File: src/rtl/mem_access_unit.sv
// MEM-stage access unit: wait-stated data memory plus the MEM/WB output register.
// Optional feature macro MEM_ALIGN_CHECK_EN: misaligned requests are flagged on align_err, not performed.
module mem_access_unit #(
    parameter int unsigned DATA_W      = 32,
    parameter int unsigned DEPTH       = 64,
    parameter int unsigned WAIT_STATES = 3,
    parameter int unsigned BASE_ADDR   = 1024,
    parameter int unsigned DEST_W      = 4
) (
    input  logic              clk,
    input  logic              rst,
    input  logic              freeze,
    input  logic              flush,
    input  logic              mem_w_en_in,
    input  logic              mem_r_en_in,
    input  logic              wb_en_in,
    input  logic [DATA_W-1:0] alu_result_in,
    input  logic [DATA_W-1:0] val_rm_in,
    input  logic [DATA_W-1:0] pc_in,
    input  logic [DEST_W-1:0] dest_in,
    output logic              wb_en,
    output logic              mem_r_en,
    output logic [DATA_W-1:0] alu_result,
    output logic [DATA_W-1:0] mem_read_value,
    output logic [DATA_W-1:0] pc,
    output logic [DEST_W-1:0] dest,
    output logic              mem_ready,
    output logic              align_err
);
    localparam int unsigned IDX_W    = $clog2(DEPTH);
    localparam int unsigned CNT_W    = 4;
    localparam int unsigned CNT_INIT = (WAIT_STATES == 0) ? 0 : WAIT_STATES - 1;

    typedef enum logic [1:0] {IDLE, BUSY, DONE} state_t;

    state_t           state, state_nxt;
    logic [CNT_W-1:0] cnt, cnt_nxt;

    logic [DATA_W-1:0] mem [DEPTH];
    logic [DATA_W-1:0] offset;
    logic [IDX_W-1:0]  idx;
    logic              req;
    logic              misalign;
    logic              go;
    logic              commit;

    // Word index wraps modulo DEPTH; addresses below BASE_ADDR wrap too.
    assign req    = mem_r_en_in | mem_w_en_in;
    assign offset = alu_result_in - DATA_W'(BASE_ADDR);
    assign idx    = IDX_W'(offset >> 2);

`ifdef MEM_ALIGN_CHECK_EN
    assign misalign = req && (alu_result_in[1:0] != 2'b00);
`else
    assign misalign = 1'b0;
`endif
    assign go = req && !misalign;

    always_ff @(posedge clk or negedge rst) begin
        if (!rst) begin
            state <= IDLE;
            cnt   <= '0;
        end else begin
            state <= state_nxt;
            cnt   <= cnt_nxt;
        end
    end

    // Access sequencing; commit marks the single edge where the access takes effect.
    always_comb begin
        state_nxt = state;
        cnt_nxt   = cnt;
        mem_ready = 1'b1;
        commit    = 1'b0;
        unique case (state)
            IDLE: begin
                if (go) begin
                    mem_ready = 1'b0;
                    if (WAIT_STATES == 0) begin
                        state_nxt = DONE;
                    end else begin
                        state_nxt = BUSY;
                        cnt_nxt   = CNT_W'(CNT_INIT);
                    end
                end
            end
            BUSY: begin
                mem_ready = 1'b0;
                if (cnt == '0) begin
                    state_nxt = DONE;
                end else begin
                    cnt_nxt = cnt - CNT_W'(1);
                end
            end
            DONE: begin
                if (!freeze) begin
                    state_nxt = IDLE;
                    commit    = 1'b1;
                end
            end
            default: state_nxt = IDLE;
        endcase
    end

    // Data array is intentionally not reset.
    always_ff @(posedge clk) begin
        if (commit && mem_w_en_in) begin
            mem[idx] <= val_rm_in;
        end
    end

    // Output register: flush beats freeze beats stall bubble.
    always_ff @(posedge clk or negedge rst) begin
        if (!rst) begin
            wb_en          <= 1'b0;
            mem_r_en       <= 1'b0;
            alu_result     <= '0;
            mem_read_value <= '0;
            pc             <= '0;
            dest           <= '0;
            align_err      <= 1'b0;
        end else if (flush) begin
            wb_en     <= 1'b0;
            mem_r_en  <= 1'b0;
            align_err <= 1'b0;
        end else if (!freeze) begin
            if (!mem_ready) begin
                wb_en    <= 1'b0;
                mem_r_en <= 1'b0;
            end else begin
                wb_en      <= wb_en_in && !misalign;
                mem_r_en   <= mem_r_en_in && !misalign;
                alu_result <= alu_result_in;
                pc         <= pc_in;
                dest       <= dest_in;
                align_err  <= misalign;
                if (commit && mem_r_en_in) begin
                    mem_read_value <= mem[idx];
                end
            end
        end
    end
endmodule

File: config.mk
export PLATFORM = sky130hd
export DESIGN_NAME = mem_access_unit
export DESIGN_NICKNAME = d
export VERILOG_FILES = /design/src/rtl/mem_access_unit.sv
export SDC_FILE = /design/constraint.sdc
export NUM_CORES = 2
export LEC_CHECK = 0
export BUFFER_PORTS_ARGS = -buffer_cell sky130_fd_sc_hd__buf_2
export CAP_MARGIN = 5
export CORE_MARGIN = 2
export CORE_UTILIZATION = 64
export DETAILED_ROUTE_END_ITERATION = 7
export PLACE_DENSITY = 0.81
export SLEW_MARGIN = 25
export SYNTH_ARGS = -nofsm -noshare
export SYNTH_HDL_FRONTEND = slang
export SYNTH_SLANG_ARGS = --single-unit
export TNS_END_PERCENT = 100
File: constraint.sdc
create_clock -name clk -period 7.5 [get_ports clk]
set_input_delay 1.5 -clock clk [delete_from_list [all_inputs] [get_ports clk]]
set_output_delay 1.5 -clock clk [all_outputs]
set_load 0.02 [all_outputs]
After elaboration in Yosys (flattened, before gate mapping)
Memory sizes are Yosys's and may differ from the RTL's. A register that Yosys moved wholly into a read port is not among the register bits.
Cells that the tools add are included.
{ "classes": {"addsub": 2, "mul": 0, "div": 0, "magnitude_cmp": 0, "n_eq_ne": 7, "shift": 0, "muxes": 22, "bitwise_logic": 3, "reduce_logical": 12} }
{ "ops": {"columns": ["cell", "n"], "rows": [
  ["1-bit two-way mux", 14],
  ["3-bit AND reduction", 3],
  ["4-bit two-way mux", 2],
  ["2-bit != test (second input constant)", 4],
  ["4-bit case mux with 2 select lines", 1],
  ["8-bit by 1-bit subtractor with 8-bit output (second input constant)", 1],
  ["2-bit two-way mux", 3],
  ["2-bit case mux with 3 select lines", 1],
  ["4-bit zero test", 1],
  ["4-bit AND reduction", 1],
  ["2-bit nonzero test", 2],
  ["4-bit by 1-bit subtractor with 4-bit output (second input constant)", 1],
  ["2-bit by 1-bit equality test with 1-bit output (second input constant)", 1],
  ["2-bit equality test (second input constant)", 1],
  ["1-bit logical AND", 2],
  ["2-bit zero test", 1],
  ["2-bit by 1-bit != test with 1-bit output (second input constant)", 1],
  ["1-bit inverter", 2],
  ["1-bit case mux with 2 select lines", 1],
  ["2-bit AND reduction", 1],
  ["1-bit zero test", 1],
  ["1-bit bitwise OR", 1]
]} }
{ "totals": {"ff_bits": 77, "latchBits": 0, "mem_bits_rw": 2048, "rom_bits": 0, "inputBits": 107, "output_inout_bits": 104, "word_cells": 55, "mem_count": 1} }
{ "mem_list": {"columns": ["memory", "depth", "word_bits", "read_ports", "rd_ports_with_merged_regs", "wr", "line", "rtl"], "rows": [
  ["mem", 64, 32, 1, 1, 1, "39", "logic [DATA_W-1:0] mem [DEPTH];"]
]} }

Logic depth before layout (Yosys ltp)
{ "logic_depth": {"depth_word": 6, "mapped_depth": 11, "depth_no_buf": 7} }

Least setup slack after synthesis
OpenSTA, ideal clock, no wires.
{ "synth_path": {"kind": "in2reg", "start": "in alu_result_in[2]", "end": "mem mem[11][0], enable pin", "setup_ps": 421, "t_arrival_ps": 4363, "required_ps": 7079, "setup_slack_ps": 2716, "path_stages": 8, "n_path_buf": 5, "cell_sequence": "buf_2 buf_4 buf_4 buf_6 buf_2 nor4b_2 nand2_1 nor2_1"} }
{ "synth_via": {"elab_chain_cells": 1} }
{ "synth_lines": {"columns": ["item", "line", "rtl"], "rows": [
  ["from (decl)", "17", "input logic [DATA_W-1:0] alu_result_in,"],
  ["8-bit by 1-bit subtractor with 8-bit output", "49", "assign offset = alu_result_in - DATA_W'(BASE_ADDR);"],
  ["to (decl)", "39", null]
]} }
Every way passes these cells.

Final worst setup path
{ "layout_path": {"start": "in alu_result_in[4]", "end": "reg mem_read_value[15], read port of mem"} }
{ "layout_via": {"elab_chain_cells": 1} }
{ "layout_lines": {"columns": ["item", "line", "rtl"], "rows": [
  ["8-bit by 1-bit subtractor with 8-bit output", "49", null],
  ["to (decl)", "24", "output logic [DATA_W-1:0] mem_read_value,"]
]} }
Every way passes these cells.
A chain may end at the register's enable or synchronous reset.

==> impl_metrics.prom <==
# TYPE chip_impl_metric gauge
chip_impl_info{name="run_status",value="complete, but fails checks"} 1
chip_impl_info{name="failed_checks",value="DRC"} 1
chip_impl_metric{name="cts_sinks",unit=""} 2156
chip_impl_info{name="cts_tree",value="yes"} 1
chip_impl_metric{name="port_buffers",unit=""} 209
chip_impl_metric{name="synth.lib_cells_used.distinct",unit=""} 54
chip_impl_metric{name="groute.layer.met3.usage",unit="%"} 11.59
chip_impl_metric{name="slew_headroom",unit="%"} 14.27
chip_impl_metric{name="synthCells",unit=""} 4177
chip_impl_metric{name="yosys_synthesis_warning_count",unit=""} 0
chip_impl_info{name="crit_path_cell_trace",value="buf_8 -> buf_12 -> buf_4 -> mux2i_1 -> a221oi_1 -> o21ai_1 -> o21ai_1 -> nor4_1 -> a31oi_1"} 1
chip_impl_metric{name="post_synthesis_compound_gate_area_fraction",unit="%"} 4.959
chip_impl_metric{name="die_y",unit="um"} 363.3
chip_impl_metric{name="avgViaCountPerCell",unit=""} 7.124
chip_impl_info{name="synthTopCellsByArea",value="sky130_fd_sc_hd__edfxtp_1 (74%), sky130_fd_sc_hd__mux2i_1 (6.9%), sky130_fd_sc_hd__mux4_2 (5.9%)"} 1
chip_impl_metric{name="sequential_cell_area",unit="um2"} 64200
chip_impl_metric{name="finalNetCount",unit=""} 4628
chip_impl_metric{name="groute.layer.met2.usage",unit="%"} 52.24
chip_impl_metric{name="track_usage",unit="%"} 34.34
chip_impl_metric{name="firstDrtPassIters",unit=""} 8
chip_impl_metric{name="num_rows",unit=""} 131
chip_impl_metric{name="drt_first_iter_violations",unit=""} 7531
chip_impl_info{name="cpMostUsedCell",value="sky130_fd_sc_hd__o21ai_1"} 1
chip_impl_metric{name="synth_enable_flop_cells",unit=""} 2048
chip_impl_metric{name="initial_antenna_violation_count",unit=""} 16
chip_impl_metric{name="vias_in_the_first_global_route",unit=""} 44540
chip_impl_metric{name="ir_drop",unit="V"} 0.0002597
chip_impl_metric{name="grt_use_met1",unit="%"} 45.22
chip_impl_info{name="critical_path_class",value="input pin to register"} 1
chip_impl_metric{name="drv.max_cap_violation_count",unit=""} 0
chip_impl_metric{name="design.die.area",unit="um2"} 132000
chip_impl_metric{name="combined_area_of_the_multi_input_logic_cells",unit="um2"} 17840
chip_impl_metric{name="initial_utilization",unit="%"} 64.63
chip_impl_metric{name="ys_seq_elements",unit=""} 2156
chip_impl_metric{name="report.power.total",unit="uW"} 25790
chip_impl_metric{name="synth_fa_ha_area_share",unit="%"} 0.03029
chip_impl_metric{name="syn_area",unit="um2"} 82620
chip_impl_info{name="cp-start-kind",value="input pin"} 1
chip_impl_metric{name="worstMarginPinSlew",unit="ns"} 1.272
chip_impl_metric{name="report.final.setup_viol",unit=""} 0
chip_impl_metric{name="detailed_place_hpwl",unit="mm"} 124.4
chip_impl_metric{name="synth.net_count",unit=""} 4286
chip_impl_metric{name="cts-hold-fix-buffers",unit=""} 0
chip_impl_metric{name="timing.critical_path.required",unit="ns"} 8.14
chip_impl_metric{name="io_pins",unit=""} 211
chip_impl_metric{name="worst-path-buf-inv",unit=""} 3
chip_impl_metric{name="drive_above_1_share",unit="%"} 21.10
chip_impl_metric{name="crit_fanout",unit=""} 90
chip_impl_metric{name="power.density",unit="nW/um2"} 276.6
chip_impl_metric{name="final.setup_skew",unit="ns"} 0.06455
chip_impl_metric{name="drt_wl_total",unit="mm"} 226.0
chip_impl_info{name="mostFrequentLayoutCell",value="sky130_fd_sc_hd__edfxtp_1"} 1
chip_impl_metric{name="finalHoldViolCount",unit=""} 0
chip_impl_info{name="most_used_cells_in_the_layout_excluding_fill_and_tap_cells",value="sky130_fd_sc_hd__edfxtp_1 (2048), sky130_fd_sc_hd__mux2i_1 (567), sky130_fd_sc_hd__mux4_2 (218)"} 1
chip_impl_metric{name="clk_path_buf_depth",unit=""} 3
chip_impl_metric{name="drt-wirelength-per-cell",unit="um"} 35.60
chip_impl_metric{name="insertion_delay",unit="ns"} 0.86
chip_impl_metric{name="core",unit="um2"} 127800
chip_impl_metric{name="worstPathArrival",unit="ns"} 5.54
chip_impl_metric{name="post_synthesis_xor_xnor_area_fraction",unit="%"} 0.02120
chip_impl_metric{name="htree_num_levels",unit=""} 4
chip_impl_info{name="synth_area_leader_cell",value="sky130_fd_sc_hd__edfxtp_1"} 1
chip_impl_metric{name="gp_routability_congestion",unit=""} 0.9234
chip_impl_metric{name="final-max-slew-violation-count",unit=""} 0
chip_impl_info{name="grt.busiest_layer",value="met2"} 1
chip_impl_metric{name="first_pass_grt_wire_length",unit="mm"} 319.1
chip_impl_metric{name="drt.antenna.violating_nets",unit=""} 0
chip_impl_metric{name="synthArstFlopShare",unit="%"} 5.009
chip_impl_metric{name="grt.overflow.total",unit=""} 0
chip_impl_metric{name="synth_seq_area_share",unit="%"} 77.70
chip_impl_info{name="synth-main-ff-cell",value="sky130_fd_sc_hd__edfxtp_1"} 1
chip_impl_metric{name="detailroute.via_count",unit=""} 45220
chip_impl_metric{name="post_cts_buffers",unit=""} 0
chip_impl_metric{name="slowest_delay",unit="ns"} 0.96
chip_impl_info{name="critPathTopFamily",value="buffers and inverters"} 1
chip_impl_metric{name="die_w",unit="um"} 363.3
chip_impl_metric{name="post_synth_and_or_nand_nor_area_fraction",unit="%"} 2.020
chip_impl_info{name="main_combinational_cell_family_by_area_after_synthesis",value="multiplexers"} 1
chip_impl_info{name="timing.critical_path.to_type",value="register"} 1
chip_impl_metric{name="total_drc_errors_in_the_routed_layout",unit=""} 3
chip_impl_info{name="worst_hold_path_type",value="register to register"} 1
chip_impl_metric{name="fmax",unit="MHz"} 204.2
chip_impl_info{name="clk_root_buffer_cell",value="sky130_fd_sc_hd__clkbuf_16"} 1
chip_impl_metric{name="post_synth.cell_area_avg",unit="um2"} 19.78
chip_impl_metric{name="number_of_buffers_added_by_the_clock_tree_synthesis_step",unit=""} 198
chip_impl_info{name="grt_setup_unrepaired",value="no"} 1
chip_impl_metric{name="grt_max_degree",unit=""} 126
chip_impl_metric{name="clkSlewWorstSetupHoldPaths",unit="ns"} 0.07
chip_impl_metric{name="post_synthesis_mux_area_share",unit="%"} 13.81
chip_impl_metric{name="portion_of_synthesized_cell_area_occupied_by_the_leading_cell_type",unit="%"} 74.43
chip_impl_metric{name="totalNegativeSetupSlack",unit="ns"} 0
chip_impl_metric{name="cts_resized",unit=""} 0
chip_impl_metric{name="min_period",unit="ns"} 4.896
chip_impl_metric{name="post_route_fraction_of_the_period_consumed_by_the_critical_path",unit="%"} 65.28
chip_impl_info{name="critical_path.slowest_cell",value="sky130_fd_sc_hd__nor4_1"} 1
chip_impl_metric{name="areaGrowthSynthToFinish",unit="%"} 12.83
chip_impl_metric{name="power_leakage",unit="uW"} 0.03140
chip_impl_metric{name="n_fill_cell",unit=""} 6887
==> report_power, final <==
group          switching, uW  internal [uW]
clock                   4390           5490
combinational           1490            714
sequential               246          13500
==> per-stage QoR <==
step / hold WS (ns) / setup slack (ns) / instance area, um2 / utilization (%) / std cells
2_1_floorplan: 0.4737 / 2.716 / 82620 / - / 4177
3_3_place_gp: 0.4678 / 1.771 / 86550 / 67.70 / 5968
3_5_place_dp: 0.4745 / 1.993 / 86790 / 67.88 / 5978
4_1_cts: 0.4878 / 2.742 / 93130 / 72.85 / 6341
5_1_grt: 0.4958 / 2.551 / 93220 / 72.91 / 6345
6_report: 0.4823 / 2.604 / 93230 / 72.92 / 6348
==> layout make-up <==
type / instances / share of cell area, %
clock inverters: 92 / 0.8965
well taps: 1662 / 2.231
inverters: 4 / 0.01611
clock buffers: 271 / 5.907
repair buffers: 391 / 2.935
diodes: 4 / 0.01074
flip-flops and latches: 2156 / 68.87
multi-input cells: 1768 / 19.14
==> Yosys cell counts, types with 4 or more instances <==
cell type / number
sky130_fd_sc_hd__o21ai_1: 46
sky130_fd_sc_hd__mux2_2: 5
sky130_fd_sc_hd__buf_4: 30
sky130_fd_sc_hd__nor2_1: 106
sky130_fd_sc_hd__a211oi_1: 81
sky130_fd_sc_hd__mux4_2: 218
sky130_fd_sc_hd__a22o_1: 27
sky130_fd_sc_hd__mux2_1: 68
sky130_fd_sc_hd__a21oi_1: 23
sky130_fd_sc_hd__nand3_1: 53
sky130_fd_sc_hd__dfrtp_1: 108
sky130_fd_sc_hd__clkbuf_1: 110
sky130_fd_sc_hd__a22oi_1: 194
sky130_fd_sc_hd__buf_2: 93
sky130_fd_sc_hd__o21ai_0: 44
sky130_fd_sc_hd__edfxtp_1: 2048
sky130_fd_sc_hd__a2111oi_0: 27
sky130_fd_sc_hd__nor2b_1: 61
sky130_fd_sc_hd__mux2i_1: 567
sky130_fd_sc_hd__a31oi_1: 27
sky130_fd_sc_hd__nor4_1: 28
sky130_fd_sc_hd__buf_1: 13
sky130_fd_sc_hd__a21o_1: 26
sky130_fd_sc_hd__and2_1: 4
sky130_fd_sc_hd__nor3_1: 5
sky130_fd_sc_hd__a221oi_1: 31
sky130_fd_sc_hd__nand2_1: 63
sky130_fd_sc_hd__a221o_1: 27
sky130_fd_sc_hd__nand4_1: 5
==> logic make-up after synthesis <==
group	count (synthesis)
mux	858
buf+inv	253
simple gates	342
flops	2156
fa+ha+maj	2
compound gates	563
other cells	1
xor+xnor	2
==> routing by layer <==
layer  wire, um  share of wire, %  vias to the layer above
li1           -                 -                    17870
met1      75500                33                    22810
met2     103800                46                     3823
met3      34160                15                      707
met4      12380               5.5                       18
met5        121             0.054                        -
==> path summary, 6_finish.rpt <==
| check | startpoint | endpoint | cells past startpoint | slack (ns) |
|---|---|---|---|---|
| min reg2reg | alu_result[7] | alu_result[7] | 2 | 0.48 |
| min in group asynchronous | rst | mem_read_value[21] | 1 | 0.80 |
| max in group asynchronous | rst | pc[3] | 2 | 5.27 |
| max | alu_result_in[4] | mem_read_value[15] | 9 | 2.60 |
| max reg2reg | state[1] | mem[51][7] | 5 | 3.90 |
| min | alu_result[7] | alu_result[7] | 2 | 0.48 |
==> worst min-delay path, cell delays in order, from the launching register on <==
cell and delay, ns:
sky130_fd_sc_hd__dfrtp_1 0.34, sky130_fd_sc_hd__nand2_1 0.05, sky130_fd_sc_hd__o21ai_1 0.06
==> state kept, by name, summed over array words and instances (netlist names) <==
name	count
pc	32
alu_result	32
mem_r_en	1
mem	2048
wb_en	1
dest	4
mem_read_value	32
cnt	4
state	2
Power figures use the tool's default switching activity.
